File: src/rtl/stack_ctrl.sv
// stack_ctrl: sequencing controller for one register-file stack.
// Holds top-of-stack in a local register and tracks SP and element count.
// It turns single-cycle PUSH/POP/REPLACE commands into register-file
// accesses and raises sticky overflow/underflow flags.
// Optional build macro STACK_CTRL_WRAP_EN: the stack becomes circular.
// PUSH when full and POP when empty are then accepted instead of rejected.
module stack_ctrl #(
    parameter int WIDTH = 32,
    parameter int DEPTH = 4
) (
    input  logic             clk,
    input  logic             resetq,
    input  logic             cmd_valid,
    input  logic [1:0]       cmd_op,
    input  logic [WIDTH-1:0] cmd_data,
    input  logic             err_clr,
    output logic [DEPTH-1:0] st_ra,
    input  logic [WIDTH-1:0] st_rd,
    output logic             st_we,
    output logic [DEPTH-1:0] st_wa,
    output logic [WIDTH-1:0] st_wd,
    output logic [WIDTH-1:0] tos,
    output logic [WIDTH-1:0] nos,
    output logic [DEPTH:0]   count,
    output logic             empty,
    output logic             full,
    output logic             ovf,
    output logic             unf
);

    // Capacity counts every RAM entry plus the TOS register.
    localparam logic [DEPTH:0] CAP = (DEPTH+1)'(2**DEPTH + 1);

    typedef enum logic [1:0] {
        OP_NOP     = 2'b00,
        OP_PUSH    = 2'b01,
        OP_POP     = 2'b10,
        OP_REPLACE = 2'b11
    } op_e;

    logic [DEPTH-1:0] r_sp;
    logic [WIDTH-1:0] r_tos;
    logic [DEPTH:0]   r_count;
    logic             r_ovf;
    logic             r_unf;

    op_e  w_op;
    logic w_full;
    logic w_empty;
    logic w_push;      // SP moves up, RAM written, TOS loads operand
    logic w_pop;       // SP moves down, TOS loads RAM read data
    logic w_repl;      // TOS loads operand only
    logic w_cnt_inc;
    logic w_cnt_dec;
    logic w_ovf_set;
    logic w_unf_set;

    assign w_op    = op_e'(cmd_op);
    assign w_full  = (r_count == CAP);
    assign w_empty = (r_count == '0);

    // Decode the command into accepted actions and error events.
    always_comb begin
        // NOTE: every signal gets a default before the case so no path leaves it unassigned (no latch).
        w_push    = 1'b0;
        w_pop     = 1'b0;
        w_repl    = 1'b0;
        w_cnt_inc = 1'b0;
        w_cnt_dec = 1'b0;
        w_ovf_set = 1'b0;
        w_unf_set = 1'b0;
        if (cmd_valid) begin
            case (w_op)
                OP_PUSH: begin
`ifdef STACK_CTRL_WRAP_EN
                    // Circular: always accepted; the oldest entry is overwritten when full.
                    w_push    = 1'b1;
`else
                    w_push    = !w_full;
`endif
                    w_cnt_inc = !w_full;
                    w_ovf_set = w_full;
                end
                OP_POP: begin
`ifdef STACK_CTRL_WRAP_EN
                    // Circular: always accepted; count stays pinned at zero when empty.
                    w_pop     = 1'b1;
`else
                    w_pop     = !w_empty;
`endif
                    w_cnt_dec = !w_empty;
                    w_unf_set = w_empty;
                end
                OP_REPLACE: w_repl = 1'b1;
                default:    ;
            endcase
        end
    end

    // SP, TOS and count update on accepted commands.
    always_ff @(posedge clk or negedge resetq) begin
        if (!resetq) begin
            r_sp    <= '0;
            r_tos   <= '0;
            r_count <= '0;
        end else begin
            // NOTE: sequential state uses non-blocking assignments so every register samples pre-edge values.
            if (w_push) begin
                r_sp  <= r_sp + DEPTH'(1);
                r_tos <= cmd_data;
            end else if (w_pop) begin
                r_sp  <= r_sp - DEPTH'(1);
                r_tos <= st_rd;
            end else if (w_repl) begin
                r_tos <= cmd_data;
            end
            if (w_cnt_inc) begin
                r_count <= r_count + 1'b1;
            end else if (w_cnt_dec) begin
                r_count <= r_count - 1'b1;
            end
        end
    end

    // Sticky error flags; a new error in the same cycle beats err_clr.
    always_ff @(posedge clk or negedge resetq) begin
        if (!resetq) begin
            r_ovf <= 1'b0;
            r_unf <= 1'b0;
        end else begin
            if (w_ovf_set)    r_ovf <= 1'b1;
            else if (err_clr) r_ovf <= 1'b0;
            if (w_unf_set)    r_unf <= 1'b1;
            else if (err_clr) r_unf <= 1'b0;
        end
    end

    // Register-file interface: read at SP, write one slot above it.
    // The write strobe is masked while reset is held.
    assign st_ra = r_sp;
    assign st_wa = r_sp + DEPTH'(1);
    assign st_wd = r_tos;
    assign st_we = w_push & resetq;

    assign tos   = r_tos;
    assign nos   = st_rd;
    assign count = r_count;
    assign empty = w_empty;
    assign full  = w_full;
    assign ovf   = r_ovf;
    assign unf   = r_unf;

endmodule

File: config.mk
export PLATFORM = sky130hd
export DESIGN_NAME = stack_ctrl
export DESIGN_NICKNAME = d
export VERILOG_FILES = /design/src/rtl/stack_ctrl.sv
export SDC_FILE = /design/constraint.sdc
export NUM_CORES = 1
export LEC_CHECK = 0
export CAP_MARGIN = 20
export CORE_ASPECT_RATIO = 0.9
export CORE_MARGIN = 2
export CORE_UTILIZATION = 64
export DETAILED_ROUTE_END_ITERATION = 12
export DONT_BUFFER_PORTS = 1
export PLACE_DENSITY = 0.88
export SYNTH_ARGS = -nofsm -noshare
export SYNTH_HDL_FRONTEND = slang
export SYNTH_SLANG_ARGS = --single-unit
File: constraint.sdc
create_clock -name clk -period 2.8 [get_ports clk]
set_input_delay 0.56 -clock clk [delete_from_list [all_inputs] [get_ports clk]]
set_output_delay 0.56 -clock clk [all_outputs]
set_load 0.005 [all_outputs]
==> flow_summary_export.csv <==
group,metric,value,unit
outcome,status,"complete, no violations",
die,die_h,66.8,um
cts,clock_sinks,43,
yosys,synth.distinct_cells,31,
route,wl_met3,439,um
cts,cts_buffers,5,
timing,timing.fmax,0.390,GHz
finish,final_util,59.2,%
finish,drive_gt1_share,35.8,%
setup_path,r2r-end,"count[4]$_DFFE_PN0P_",
placement,place_congestion,0.968,
route,viasPerCell,6.26,
setup_path,worst_setup_path_end_kind,"register",
placement,dpl_cell_area,2360,sq um
placement,place_ws,318,ps
setup_path,crit_fanout,8,
route,met1_length,1770,um
finish,nFillCells,318,
cts,clk_pin_slew,80,ps
timing,fin_worst_skew,14.5,ps
pwr,power.switching,742,uW
finish,finalNonFillerCells,239,
timing,tightest_slew,715,ps
route,wl_met2,2770,um
cts,clockBufferDepth,2,
timing,min_period,2560,ps
cts,clk_latency,290,ps
cts,cts_root_buf,"clkbuf_8",
yosys,synth_area_per_cell,11.7,sq um
yosys,netlist_instances,239,
route,drt_iter0_drc,56,
route,top_layer_used,"met4",
setup_path,rr_startpoint,"count[2]$_DFFE_PN0P_",
finish,final_area,2460,sq um
route,dr.pass1.iters,4,
route,wl,5060,um
route,vias,1496,
yosys,synth.area.top_cells,"dfrtp_1, mux2_2, buf_4, mux2_1, ha_1",
timing,final_hold_viol_count,0,
yosys,synth_top_cell_area_share,38.4,%
route,post_drt_wl_per_cell,21.2,um
yosys,synth-seq-area-share,38.4,%
yosys,syn-cell-area,2810,sq um
job,maxCapViolations,0,
placement,port_buffers,0,
timing,relSlewSlack,52.2,%
timing,rsz0062_at_grt,"no",
finish,nets,255,
die,die_w,73.8,um
route,post-route-drc-count,0,
grt,gr-total-overflow,0,
grt,grt_pass1_vias,1580,
die,design.core.area,4160,sq um
yosys,async_flop_share,100,%
cts,h-tree-depth,2,
timing,setup_violations,0,
setup_path,arrival,2770,ps
hold_path,holdCritPathClass,"input pin to async pin",
grt,grt.total_usage,21.0,%
timing,fin_crit_sh,91.5,%
setup_path,r2r_slack,240,ps
finish,antenna_cells,0,
die,die_area,4930,sq um
finish,synthToLayoutAreaGrowth,-12.3,%
yosys,yosysMostFrequentCell,"buf_4",
grt,grt_max_degree,44,
yosys,synth_edf_count,0,
setup_path,ff2ff_path_depth,8,
cts,post-cts-setup-buffer-count,0,
setup_path,critPathLaunchType,"register",
pwr,p_clk_share,18.2,%
timing,fin_setup_tns,0,ps
die,start_util,67.5,%
yosys,synth_warnings,0,
pwr,sequentialPowerShare,52.5,%
pwr,p_comb_share,29.3,%
route,ant_nets,0,
pwr,sw_frac_of_total,37.2,%
yosys,synth-seq-cells,43,
timing,worst_slack,238,ps
pwr,irDropWorstVdd,0.566,mV
grt,grt_pass1_wl,7650,um
pwr,power.leakage,0.00101,uW
grt,antenna_found_initial,0,
die,rows,22,
pwr,intPower,1250,uW
placement,dpl.cell_count,230,
yosys,syn_nets,316,
yosys,synth_common_cells,"buf_4, mux2_2, dfrtp_1",
die,io_pins,184,
placement,dp.final_hpwl,3840,um
yosys,synth_area_leader_cell,"dfrtp_1",
cts,cts_tree,"done",
pwr,cellPowerDensity,810,nW/um^2
setup_path,crit_required,3010,ps
timing,slew_violations,0,
setup_path,setup.worst_path.class,"register to register",
yosys,synth_ff_type,"dfrtp_1",
==> worst max-delay path by stage <==
stage | start | endpoint | slack [ps] | depth (start not counted)
2_1_floorplan | count[1]$_DFFE_PN0P_ | count[4]$_DFFE_PN0P_ | 570 | 8
3_3_place_gp | count[1]$_DFFE_PN0P_ | count[4]$_DFFE_PN0P_ | 490 | 8
3_5_place_dp | count[2]$_DFFE_PN0P_ | count[4]$_DFFE_PN0P_ | 320 | 8
4_1_cts | count[2]$_DFFE_PN0P_ | count[4]$_DFFE_PN0P_ | 280 | 8
5_1_grt | count[2]$_DFFE_PN0P_ | count[4]$_DFFE_PN0P_ | 120 | 8
6_report | count[2]$_DFFE_PN0P_ | count[4]$_DFFE_PN0P_ | 240 | 8
==> stage by stage <==
stage | hold slack [ps] | power [uW]
global route | 111 | 2120
detailed placement | 266 | 1620
CTS | 113 | 2000
floorplan | 264 | 1630
finish | 105 | 1990
global placement | 266 | 1560
==> cells in the final DEF (no fill, tap or decap), types with 3 or more instances in the layout <==
cell type,n
ha_1,6
nand3b_1,3
nor2_1,3
mux2_1,16
a21oi_1,4
inv_1,8
nor3_1,3
nand2_1,4
xor2_1,4
mux2_2,49
xnor2_1,5
dfrtp_1,43
clkbuf_8,5
==> flip-flops by register name, summed over array words and instances (netlist names) <==
register	count
unf	1
ovf	1
count	5
st_wd	32
st_ra	4
==> area by class of cell <==
type                    instances  area [sq um]  share of cell area, %
clock buffers                   7          76.3                   3.10
clock inverters                 1          5.00                  0.203
inverters                       8          30.0                   1.22
multi-input cells             117          1160                   47.3
flip-flops and latches         43          1080                   43.7
well taps                      60          75.1                   3.05
repair buffers                  3          35.0                   1.42
==> power groups by stage <==
stage               Sequential, uW  Combinational (uW)  Clock (uW)
finish                        1050                 583         364
global route                  1070                 646         405
CTS                           1050                 579         380
detailed placement            1060                 558           0
global placement              1040                 515           0
floorplan                      967                 665           0
==> routing by layer <==
metal / vias to the layer above / track usage [%]
met1: 730 / 22.0
met3: 17 / 6.35
met4: 0 / 8.41
met5: - / 0
li1: 632 / -
met2: 117 / 38.6
==> worst max-delay path, stage by stage, from the launching register on <==
cell	delay (ps)
dfrtp_1	480
or3_4	450
o21bai_4	260
inv_1	190
fa_1	450
nand3b_1	180
nand2_1	90
mux2i_1	230
xnor2_1	150
==> what timing repair did <==
action	in CTS	in global routing
gates resized for setup	0	0
hold buffers	1	0
hold endpoints to repair	43	0
endpoints found under the setup margin	0	0
==> kinds of logic after synthesis <==
family	Yosys count	share of synthesized area, %
compound gates	14	3.52
xor+xnor	9	2.81
fa+ha+maj	7	3.39
buf+inv	79	20.8
flops	43	38.4
mux	66	26.4
simple gates	21	4.68
Power figures use the tool's default switching activity.
